## src/rtl/fetch_queue_if.sv

```systemverilog
// Fetch/decode handshake bundle for the instruction prefetch queue.
interface fetch_queue_if #(
    parameter int INST_WIDTH = 32,
    parameter int ADDR_WIDTH = 16,
    parameter int DEPTH      = 4
);
    localparam int CW = $clog2(DEPTH) + 1;

    logic                  flush;
    logic                  fetch_valid0;
    logic                  fetch_valid1;
    logic [ADDR_WIDTH-1:0] fetch_pc;
    logic [INST_WIDTH-1:0] fetch_inst0;
    logic [INST_WIDTH-1:0] fetch_inst1;
    logic                  fetch_ready;
    logic                  dec_ready;
    logic                  dec_valid;
    logic [INST_WIDTH-1:0] dec_instruction;
    logic [ADDR_WIDTH-1:0] dec_pc;
    logic [CW-1:0]         occupancy;

    modport master (
        output flush, fetch_valid0, fetch_valid1,
        output fetch_pc, fetch_inst0, fetch_inst1,
        output dec_ready,
        input  fetch_ready, dec_valid, dec_instruction,
        input  dec_pc, occupancy
    );

    modport slave (
        input  flush, fetch_valid0, fetch_valid1,
        input  fetch_pc, fetch_inst0, fetch_inst1,
        input  dec_ready,
        output fetch_ready, dec_valid, dec_instruction,
        output dec_pc, occupancy
    );
endinterface

```

## src/rtl/fetch_queue.sv

```systemverilog
// Instruction prefetch queue: two-wide enqueue from imem,
// one-wide dequeue to decode, flushed on taken branch.
module fetch_queue #(
    parameter int INST_WIDTH = 32,
    parameter int ADDR_WIDTH = 16,
    parameter int DEPTH      = 4,
    parameter int PC_STEP    = 1
) (
    input logic         clk,
    input logic         reset,
    fetch_queue_if.slave bus
);
    localparam int PW = $clog2(DEPTH);
    localparam int CW = PW + 1;
    localparam logic [CW-1:0] DEPTH_C = CW'(DEPTH);

    typedef struct packed {
        logic [ADDR_WIDTH-1:0] pc;
        logic [INST_WIDTH-1:0] inst;
    } entry_t;

    entry_t        mem [DEPTH];
    logic [PW-1:0] head_ptr;
    logic [PW-1:0] tail_ptr;
    logic [CW-1:0] count;
    logic          enq_ok;
    logic          wr0;
    logic          wr1;
    logic [1:0]    n_in;
    logic          n_out;

    // Space for a full two-wide fetch is judged from count alone.
    assign bus.fetch_ready = (DEPTH_C - count) >= CW'(2);
    assign enq_ok = bus.fetch_ready & ~bus.flush;
    assign wr0    = enq_ok & bus.fetch_valid0;
    assign wr1    = wr0 & bus.fetch_valid1;
    assign n_in   = {1'b0, wr0} + {1'b0, wr1};

    assign bus.dec_valid = (count != '0);
    assign n_out = bus.dec_valid & bus.dec_ready & ~bus.flush;

    assign bus.dec_instruction = bus.dec_valid ? mem[head_ptr].inst : '0;
    assign bus.dec_pc          = bus.dec_valid ? mem[head_ptr].pc   : '0;
    assign bus.occupancy       = count;

    always_ff @(posedge clk or posedge reset) begin
        if (reset) begin
            head_ptr <= '0;
            tail_ptr <= '0;
            count    <= '0;
        end else if (bus.flush) begin
            head_ptr <= '0;
            tail_ptr <= '0;
            count    <= '0;
        end else begin
            head_ptr <= head_ptr + PW'(n_out);
            tail_ptr <= tail_ptr + PW'(n_in);
            count    <= count + CW'(n_in) - CW'(n_out);
        end
    end

    // Storage is not reset; count gates every read.
    always_ff @(posedge clk) begin
        if (wr0) begin
            mem[tail_ptr] <= '{pc: bus.fetch_pc, inst: bus.fetch_inst0};
        end
        if (wr1) begin
            mem[tail_ptr + PW'(1)] <= '{
                pc:   bus.fetch_pc + ADDR_WIDTH'(PC_STEP),
                inst: bus.fetch_inst1
            };
        end
    end
endmodule

```

## src/flat_wrapper.sv

```systemverilog
// flat-port wrapper written by rule: the top's interface ports become plain ports
module fetch_queue_flat 
#(
    parameter int INST_WIDTH = 32,
    parameter int ADDR_WIDTH = 16,
    parameter int DEPTH      = 4,
    parameter int PC_STEP    = 1
)
  (clk, reset, bus_flush, bus_fetch_valid0, bus_fetch_valid1, bus_fetch_pc, bus_fetch_inst0, bus_fetch_inst1, bus_dec_ready, bus_fetch_ready, bus_dec_valid, bus_dec_instruction, bus_dec_pc, bus_occupancy);
  fetch_queue_if #(.INST_WIDTH(INST_WIDTH), .ADDR_WIDTH(ADDR_WIDTH), .DEPTH(DEPTH)) bus_i ();
  input logic clk;
  input logic reset;
  input wire logic [$bits(bus_i.flush)-1:0] bus_flush;
  input wire logic [$bits(bus_i.fetch_valid0)-1:0] bus_fetch_valid0;
  input wire logic [$bits(bus_i.fetch_valid1)-1:0] bus_fetch_valid1;
  input wire logic [$bits(bus_i.fetch_pc)-1:0] bus_fetch_pc;
  input wire logic [$bits(bus_i.fetch_inst0)-1:0] bus_fetch_inst0;
  input wire logic [$bits(bus_i.fetch_inst1)-1:0] bus_fetch_inst1;
  input wire logic [$bits(bus_i.dec_ready)-1:0] bus_dec_ready;
  output wire logic [$bits(bus_i.fetch_ready)-1:0] bus_fetch_ready;
  output wire logic [$bits(bus_i.dec_valid)-1:0] bus_dec_valid;
  output wire logic [$bits(bus_i.dec_instruction)-1:0] bus_dec_instruction;
  output wire logic [$bits(bus_i.dec_pc)-1:0] bus_dec_pc;
  output wire logic [$bits(bus_i.occupancy)-1:0] bus_occupancy;
  assign bus_i.flush = bus_flush;
  assign bus_i.fetch_valid0 = bus_fetch_valid0;
  assign bus_i.fetch_valid1 = bus_fetch_valid1;
  assign bus_i.fetch_pc = bus_fetch_pc;
  assign bus_i.fetch_inst0 = bus_fetch_inst0;
  assign bus_i.fetch_inst1 = bus_fetch_inst1;
  assign bus_i.dec_ready = bus_dec_ready;
  assign bus_fetch_ready = bus_i.fetch_ready;
  assign bus_dec_valid = bus_i.dec_valid;
  assign bus_dec_instruction = bus_i.dec_instruction;
  assign bus_dec_pc = bus_i.dec_pc;
  assign bus_occupancy = bus_i.occupancy;
  fetch_queue #(.INST_WIDTH(INST_WIDTH), .ADDR_WIDTH(ADDR_WIDTH), .DEPTH(DEPTH), .PC_STEP(PC_STEP)) u_core (.clk(clk), .reset(reset), .bus(bus_i));
endmodule
```

## config.mk

```make
export PLATFORM = sky130hd
export DESIGN_NAME = fetch_queue_flat
export DESIGN_NICKNAME = d
export VERILOG_FILES = /design/src/rtl/fetch_queue_if.sv /design/src/rtl/fetch_queue.sv /design/src/flat_wrapper.sv
export SDC_FILE = /design/constraint.sdc
export NUM_CORES = 1
export LEC_CHECK = 0
export BUFFER_PORTS_ARGS = -buffer_cell sky130_fd_sc_hd__buf_4
export CORE_UTILIZATION = 43
export DETAILED_ROUTE_END_ITERATION = 8
export HOLD_SLACK_MARGIN = 0.05
export REMOVE_ABC_BUFFERS = 1
export SETUP_SLACK_MARGIN = 0.2
export SYNTH_ARGS = -nofsm -noshare
export SYNTH_HDL_FRONTEND = slang
export SYNTH_SLANG_ARGS = --single-unit
export TNS_END_PERCENT = 5
```

## constraint.sdc

```tcl
create_clock -name clk -period 16.6 [get_ports clk]
set_input_delay 3.32 -clock clk [delete_from_list [all_inputs] [get_ports clk]]
set_output_delay 3.32 -clock clk [all_outputs]
set_load 0.005 [all_outputs]
```

* After elaboration in Yosys (flattened, before gate mapping)
Memory sizes are Yosys's and may differ from the RTL's. Index checks and enable logic that the tools add are counted.
Operators by class: reduce and logical (&&, ||, !) cells 1, add/sub/neg operators 8, magnitude comparators 1, muxes and demuxes 9, bitwise operators 6
Operators by type and width (count):
- $mux W32 | 1
- $add A16 B1 Y16 const B | 1
- $mux W16 | 1
- $and A1 B1 Y1 | 5
- $mux W1 | 4
- $mux W2 | 2
- $add A3 B2 Y3 | 1
- $ge A3 B2 Y1 const B | 1
- $mux W3 | 1
- $reduce_bool A3 Y1 | 1
- $sub A3 B1 Y3 | 1
- $sub A3 B3 Y3 const A | 1
- $add A1 B1 Y2 | 1
- $add A2 B1 Y2 | 1
- $add A2 B1 Y2 const B | 1
- $add A2 B2 Y2 | 1
- $not A1 Y1 | 1
Word-level totals: RAM bits 192, output and inout bits 53, bits of input ports 86, register bits after elaboration 7, memories 1
Memory list:
- u_core.mem | depth 4, width 48, read ports 1, clocked after memory_dff 0, write ports 2, line fetch_queue.sv:22 | entry_t mem [DEPTH];

* Logic depth before layout (Yosys ltp)
Gate-level depths: netlist of run 1.
depth after elaboration 9, gate-level depth with buffers 12

* Least setup slack after synthesis of run 1
No wires, ideal clock.
kind input-to-reg, start input port bus_flush, end memory u_core.mem[3][0] in the netlist's numbering, enable pin, setup slack 8.766 ns, required time 16.077 ns, stages 3, setup time 0.523 ns, arrival time 7.311 ns, cells stage by stage clkbuf_1 > nand3b_1 > nor3b_1
RTL lines:
- start: declaration | line flat_wrapper.sv:13 | input wire logic [$bits(bus_i.flush)-1:0] bus_flush;
- end: declaration | line fetch_queue.sv:22

* Worst setup path after layout of run 1
start register u_core.head_ptr[0], end output port bus_dec_instruction[11]
On the way: cells in the longest elaborated chain, start to end 2
RTL lines:
- start: declaration | line fetch_queue.sv:23 | logic [PW-1:0] head_ptr;
- start signal: assignment | line fetch_queue.sv:56 | head_ptr <= head_ptr + PW'(n_out);
- $mem_v2 Z4 W48
- $mux W32 | line fetch_queue.sv:42 | assign bus.dec_instruction = bus.dec_valid ? mem[head_ptr].inst : '0;
- end: declaration | line flat_wrapper.sv:22 | output wire logic [$bits(bus_i.dec_instruction)-1:0] bus_dec_instruction;
No other way between the ends.

==> metrics.csv, run 1 <==
metric;value;unit
clockRootBuffer;clkbuf_16;
synth_simple_gate_area_share;22.6;%
core_area;0.0237;mm²
cts_setup_buffers;0;
grt_max_degree;50;
die_h;158;µm
r2r-end;u_core.mem[2][11];
start_kind;flip-flop;
fin_skew;0.0156;ns
grt_pass1_vias;7132;
fin_crit;6.00;ns
vias;7212;
setup_tns;0;ns
ff2ff_path_depth;8;
fillers;2115;
synthFlopType;edfxtp_1;
gr-usage-all-layers;22.5;%
antenna_found_initial;2;
yosysSeqAreaShare;56.7;%
synth_top_family_by_area;simple AND/OR/NAND/NOR gates;
synth_area;0.0105;mm²
cp-startpoint;u_core.head_ptr[0];
synthArstFlopShare;3.52;%
clk_latency;0.44;ns
routed_wl;26.8;mm
dpl_worst_slack;11.00;ns
ys_top_cells_by_count;nand2_1, edfxtp_1, and2_1, mux4_2, xnor2_1;
period_share;36.1;%
synthMuxAreaShare;10.3;%
layout.nets;1153;
worst_pin_slew;1.13;ns
area_delta_synth_final;17.4;%
grt_pass1_wl;40.6;mm
avgRoutedWirePerCell;19.3;µm
yosys.area_share.adder;1.27;%
status;completed;
p_leak;4.81;nW
r2r-start;u_core.bus.occupancy[1];
arrival;2.68;ns
crit_type;flip-flop to output pin;
grt_overflow;0;
cts_sinks;199;
io_pins;139;
die-area;0.0250;mm²
synth_area_leaders;edfxtp_1, nand2_1, mux4_2;
path_clk_slew;0.08;ns
fp.dieW;158;µm
synth_area_leader_cell;edfxtp_1;
synthXorXnorAreaFrac;5.18;%
maxSlewHeadroom;24.9;%
clockBufferDepth;2;
fmax;167;MHz
crit_path_end;bus_dec_instruction[11];
hpwl;15.6;mm
cts_resized;0;
synth_edf_count;192;
synth_seq_cells;199;
place.gp.congestion;0.748;
via_per_inst;5.19;
htreeDepth;4;
cts-buffers-inserted;17;
drtPass1Iterations;5;
peakVddDrop;0.0762;mV
cts_hold_buf;0;
ys_warn_count;0;
drt-initial-drc-count;599;
powerDensity;125;mW/mm²
antenna_left;0;
drive_gt1_share;23.3;%
syn_inst;954;
synth_top_area_share;55.0;%
synth_compound_area_share;0.286;%
initial_core_util;44.3;%
ff_latch_area;0.00595;mm²
io_buffers;138;
drc;0;
cp.required;13.28;ns
ys_types;38;
yosysMostFrequentCell;nand2_1;
cap_violations;0;
regToRegSetupSlack;13.38;ns
cts_tree;built;
finalHoldViolations;0;
end_kind;output pin;
cp_max_fo;30;
multiInputGateArea;0.00422;mm²
rsz0062_at_grt;no;
setup_viol;0;
slew_viol_final;0;
synth.avg_cell_area;11.0;µm²
rows;56;
timing.final.ws_setup;10.60;ns
worstHoldPathType;flip-flop to flip-flop;
==> per-stage QoR <==
stage / cells / instance area (µm²) / power [mW] / hold slack, ns / utilization, %
after floorplan: 888 / 10100 / 0.910 / 0.655 / -
after global placement: 1357 / 11700 / 1.15 / 0.696 / 49.5
after detailed placement: 1357 / 11700 / 1.15 / 0.695 / 49.5
after CTS: 1388 / 12300 / 1.55 / 0.710 / 51.9
after global routing: 1388 / 12300 / 1.62 / 0.763 / 51.9
final: 1390 / 12300 / 1.54 / 0.701 / 51.9
==> flip-flops by register name, summed over array words and instances, names as in the netlist <==
register              flops
u_core.head_ptr           2
u_core.bus.occupancy      3
u_core.tail_ptr           2
u_core.mem              192
==> cell usage in the layout (no fill, tap or decap), types with 3 or more instances in the layout <==
master / n
edfxtp_1: 192
mux4_2: 48
nor3_1: 5
xor2_1: 16
ha_1: 9
nor3_2: 4
inv_6: 3
clkbuf_16: 17
nor2b_1: 3
clkinv_4: 4
or3_2: 3
nor2_1: 20
nand3_1: 6
inv_1: 11
and2_1: 48
dfrtp_1: 5
buf_4: 150
xnor2_1: 46
o21ai_0: 4
nor3_4: 3
nand2_1: 441
==> worst max-delay path, stage by stage (launching register included) <==
cell	delay [ns]
dfrtp_4	0.70
buf_4	0.61
mux4_2	0.58
and2_1	0.18
buf_4	0.13
==> cell families after synthesis <==
group / Yosys count
xor+xnor: 62
mux: 48
simple gates: 552
flops: 199
fa+ha+maj: 10
compound gates: 6
buf+inv: 77
==> power by group <==
part	switching, mW	internal, mW
Clock	0.197	0.212
Sequential	0.0231	0.624
Combinational	0.247	0.235
Total	0.467	1.07
==> worst min-delay path by stage <==
| stage | from | endpoint | slack [ns] | cells after the start |
|---|---|---|---|---|
| 2_1_floorplan | u_core.bus.occupancy[2] | u_core.bus.occupancy[2] | 0.66 | 3 |
| 3_3_place_gp | u_core.bus.occupancy[2] | u_core.bus.occupancy[2] | 0.70 | 3 |
| 3_5_place_dp | u_core.bus.occupancy[2] | u_core.bus.occupancy[2] | 0.69 | 3 |
| 4_1_cts | u_core.bus.occupancy[2] | u_core.bus.occupancy[2] | 0.71 | 3 |
| 5_1_grt | u_core.bus.occupancy[2] | u_core.bus.occupancy[2] | 0.76 | 3 |
| 6_report | u_core.bus.occupancy[2] | u_core.bus.occupancy[2] | 0.70 | 3 |
==> per-layer routing <==
metal	GRT usage [%]	part of all wire [%]	up-vias
met5	0	0	-
met4	6.23	1.3	0
met3	3.42	6.8	22
met2	38.7	50	263
met1	29.4	42	3515
li1	-	-	3412
==> layout make-up <==
| type | count | share of cell area, % |
|---|---|---|
| flip-flops and latches | 199 | 48.3 |
| multi-input cells | 678 | 34.3 |
| clock buffers | 19 | 3.52 |
| inverters | 11 | 0.336 |
| well taps | 319 | 3.24 |
| clock inverters | 12 | 1.12 |
| repair buffers | 150 | 9.15 |
| diodes | 2 | 0.0407 |
(Power assumes the default switching activity.)
==> run 2, diff against run 1 <==
Clock period 16.6 ns to 6.3 ns, I/O delays scaled along.
==> metrics.csv, run 2 (synthesis gave the netlist of run 1 again) <==
metric;value;unit
mostFrequentLayoutCells;nand2_1, edfxtp_1, buf_4;
vias;7135;
io_pins;139;
final_common_cell;nand2_1;
setup_tns;0;ns
clk_latency;0.43;ns
design_area;0.0123;mm²
rsz0062_at_grt;no;
cpPeakStageDelay;0.85;ns
end_kind;output pin;
dp_cells;1358;
maxSlewHeadroom;27.6;%
fin_skew;0.0110;ns
worstHoldPathType;flip-flop to flip-flop;
die-area;0.0250;mm²
r2r-end;u_core.mem[2][18];
peakVddDrop;0.182;mV
io_buffers;138;
r2r-start;u_core.bus.occupancy[1];
min_from;u_core.bus.occupancy[2];
fillers;2116;
grt_pass1_wl;40.6;mm
gr-usage-all-layers;22.4;%
fmax;251;MHz
slew_viol_final;0;
holdPathStages;3;
drive_gt1_share;23.3;%
grt_overflow;0;
utilization;52.1;%
cp_num_buf_inv;2;
ff_latch_area;0.00595;mm²
clockBufferDepth;2;
cp_cell_sequence;buf_4, mux4_2, and2_1, buf_4;
stdcell_count;1390;
fp.dieW;158;µm
area_delta_synth_final;17.7;%
via_per_inst;5.13;
total_power;4.11;mW
die_h;158;µm
cpMostUsedCell;buf_4;
cts_hold_buf;0;
clockRootBuffer;clkbuf_16;
powerDensity;333;mW/mm²
finalHoldViolations;0;
regMostFlops;u_core.mem;
path_clk_slew;0.08;ns
cts_setup_buffers;0;
cts-buffers-inserted;17;
initial_core_util;44.3;%
min_to;u_core.bus.occupancy[2];
grt_max_degree;50;
holdWs;0.691;ns
drc;0;
drtPass1Iterations;5;
place.gp.congestion;0.747;
drt-initial-drc-count;568;
place_area;0.0117;mm²
regToRegSetupSlack;2.98;ns
diodes;0;
cp.required;5.04;ns
status;completed;
routed_wl;26.7;mm
rows;56;
fin_crit;3.98;ns
dpl_worst_slack;2.72;ns
core_area;0.0237;mm²
cts_tree;built;
antenna_found_initial;0;
hpwl;15.9;mm
cts_sinks;199;
antenna_left;0;
htreeDepth;4;
timing.final.ws_setup;2.32;ns
crit_type;flip-flop to output pin;
period_share;63.1;%
cpMaxStageDelayCell;dfrtp_4;
cap_violations;0;
setup_viol;0;
worst_pin_slew;1.08;ns
multiInputGateArea;0.00422;mm²
critPathTopFamily;flip-flops;
arrival;2.72;ns
p_leak;4.82;nW
cp_max_fo;29;
largest_register_ffs;192;
cts_resized;0;
start_kind;flip-flop;
grt_pass1_vias;7006;
layout.nets;1154;
ff2ff_path_depth;8;
avgRoutedWirePerCell;19.2;µm
run 2: layout make-up:
class	count	area share (%)
clock inverter	13	1.39
clock buffer	19	3.51
tap	319	3.23
sequential	199	48.2
timing repair buffer	151	9.19
inverter	11	0.335
multi-input combinational	678	34.2
run 2: where the power goes:
| group | internal [mW] | switching [mW] | leakage (nW) | total (mW) |
|---|---|---|---|---|
| Combinational | 0.623 | 0.640 | 2.70 | 1.26 |
| Sequential | 1.64 | 0.0743 | 1.84 | 1.72 |
| Clock | 0.631 | 0.499 | 0.284 | 1.13 |
| Total | 2.90 | 1.21 | 4.82 | 4.11 |
run 2: how the worst max path moves through the flow:
| stage | to | startpoint | cells past startpoint | slack, ns |
|---|---|---|---|---|
| CTS | bus_dec_instruction[16] | u_core.head_ptr[0] | 4 | 2.22 |
| global placement | u_core.mem[2][20] | bus_flush | 4 | 2.74 |
| floorplan | u_core.mem[3][0] | bus_flush | 2 | 0.73 |
| global route | bus_dec_instruction[16] | u_core.head_ptr[0] | 4 | 2.16 |
| detailed placement | u_core.mem[2][39] | bus_flush | 4 | 2.72 |
| finish | bus_dec_instruction[16] | u_core.head_ptr[0] | 4 | 2.32 |
run 2: routing by layer:
| metal | global-route usage (%) | wire length (µm) | vias up |
|---|---|---|---|
| met5 | 0 | 0 | - |
| met4 | 6.73 | 361 | 0 |
| met3 | 3.61 | 1620 | 25 |
| met2 | 37.4 | 13200 | 259 |
| met1 | 30.0 | 11500 | 3437 |
| li1 | - | - | 3414 |
run 2: worst reg2reg max path, cell delays in order (launching register included):
cell and delay (ns):
dfrtp_1 0.40, inv_1 0.08, ha_1 0.19, ha_1 0.27
nor3b_4 0.20, inv_1 0.13, nand3b_1 0.28, a21oi_4 0.91
buf_4 0.51
==> run 3, diff against run 2 <==
Settings changed: ABC_AREA set to 1.
Clock period 6.3 ns to 4.1 ns, I/O delays scaled along.
==> metrics.csv, run 3 <==
metric;value;unit
routed_wl;27.5;mm
clk_latency;0.43;ns
clockRootBuffer;clkbuf_16;
setup_viol;0;
cts_resized;0;
synth_top_area_share;55.1;%
dpl_worst_slack;1.13;ns
cts_sinks;199;
htreeDepth;4;
final_common_cell;nand2_1;
ys_top_cells_by_count;nand2_1, o21ai_0, nor2_1;
cp_cell_sequence;buf_4, nor2_1, nor2_1, o21ai_0, a21oi_1, buf_4;
critPathTopFamily;buffers and inverters;
peakVddDrop;0.463;mV
grt_overflow;0;
maxSlewHeadroom;28.4;%
crit_type;flip-flop to output pin;
timing.final.ws_setup;0.654;ns
drc;0;
diodes;0;
rows;56;
end_kind;output pin;
io_pins;139;
drt-initial-drc-count;806;
place_area;0.0117;mm²
yosysSeqAreaShare;56.8;%
slew_viol_final;0;
antenna_found_initial;0;
mostFrequentLayoutCells;nand2_1, o21ai_0, nor2_1;
synth_edf_count;192;
dp_cells;1593;
yosysMostFrequentCell;nand2_1;
status;completed;
place.gp.congestion;0.774;
die-area;0.0249;mm²
drive_gt1_share;15.5;%
fmax;290;MHz
arrival;2.63;ns
core_area;0.0237;mm²
synth_seq_cells;199;
ys_types;25;
grt_pass1_wl;43.0;mm
cp_max_fo;68;
cts_tree;built;
cts_hold_buf;0;
p_leak;4.63;nW
via_per_inst;5.22;
layout.nets;1389;
fp.dieW;158;µm
die_h;158;µm
avgRoutedWirePerCell;16.9;µm
syn_inst;1202;
synth_area;0.0105;mm²
rsz0062_at_grt;no;
cpMaxStageDelayCell;buf_4;
cpPeakStageDelay;0.70;ns
antenna_left;0;
vias;8487;
drtPass1Iterations;5;
synthFlopType;edfxtp_1;
synth_area_leader_cell;edfxtp_1;
powerDensity;526;mW/mm²
hpwl;15.8;mm
period_share;84.0;%
cap_violations;0;
cp.required;3.28;ns
largest_register_ffs;192;
fin_crit;3.45;ns
fin_skew;0.0153;ns
path_clk_slew;0.07;ns
finalHoldViolations;0;
grt_max_degree;88;
worst_pin_slew;1.07;ns
synth.avg_cell_area;8.70;µm²
area_delta_synth_final;17.8;%
cts_setup_buffers;0;
ys_warn_count;0;
clockBufferDepth;2;
initial_core_util;44.1;%
start_kind;flip-flop;
worstHoldPathType;input port to asynchronous set/reset pin;
regMostFlops;u_core.mem;
grt_pass1_vias;7929;
io_buffers;138;
synth_area_leaders;edfxtp_1, o21ai_0, nand2_1;
fillers;2236;
gr-usage-all-layers;22.9;%
cts-buffers-inserted;17;
stdcell_count;1625;
design_area;0.0123;mm²
cp_num_buf_inv;2;
synthArstFlopShare;3.52;%
## run 3: cell families after synthesis
family | count (synthesis) | synth area share, %
buffers and inverters | 150 | 6.37
flip-flops | 199 | 56.8
AO/OA/AOI/OAI | 312 | 15.0
adder cells (fa/ha/maj) | 10 | 1.27
XOR/XNOR | 13 | 1.09
AND/OR/NAND/NOR | 518 | 19.4
## run 3: cell type report
type,instances,area [µm²],area share [%]
Clock buffer,18,429,3.49
Tap cell,319,399,3.24
Sequential cell,199,5950,48.3
Clock inverter,14,221,1.80
Inverter,69,259,2.10
Multi-Input combinational cell,853,3900,31.6
Timing Repair Buffer,153,1160,9.43
## run 3: worst paths after layout
path	end	cells past startpoint	slack, ns	startpoint
min in group clk	u_core.bus.occupancy[0]	2	0.61	bus_flush
max in group asynchronous	u_core.head_ptr[0]	2	3.51	reset
min reg2reg	u_core.tail_ptr[1]	2	0.65	u_core.tail_ptr[1]
min	u_core.bus.occupancy[0]	2	0.33	reset
max reg2reg	u_core.mem[1][29]	7	1.18	u_core.bus.occupancy[0]
max	bus_dec_pc[8]	6	0.65	u_core.head_ptr[0]
## run 3: layer usage
layer | global-route usage (%) | vias to the layer above | wire (µm)
li1 | - | 4209 | -
met1 | 32.4 | 3933 | 12400
met2 | 37.4 | 313 | 12800
met3 | 2.55 | 32 | 1800
met4 | 6.18 | 0 | 391
met5 | 0 | - | 0
## run 3: worst register-to-register path, stage by stage, from the launching register on
cell	delay, ns
dfrtp_1	0.39
inv_1	0.12
ha_1	0.16
ha_2	0.26
nand3b_1	0.20
nand2_1	0.31
o21ai_4	0.81
buf_4	0.37
## run 3: power by group
part	internal, mW	switching (mW)	total [mW]
clock network	1.09	0.753	1.84
registers	2.54	0.0804	2.62
logic	0.789	1.23	2.01
## run 3: metrics by stage
stage / hold WS, ns / utilization, % / setup TNS [ns] / total power, mW
floorplan: 0.604 / - / -194.52 / 3.64
global placement: 0.635 / 49.2 / 0 / 4.68
detailed placement: 0.643 / 49.2 / 0 / 4.71
CTS: 0.324 / 52.0 / 0 / 6.54
global route: 0.348 / 52.0 / 0 / 6.85
finish: 0.326 / 52.0 / 0 / 6.48
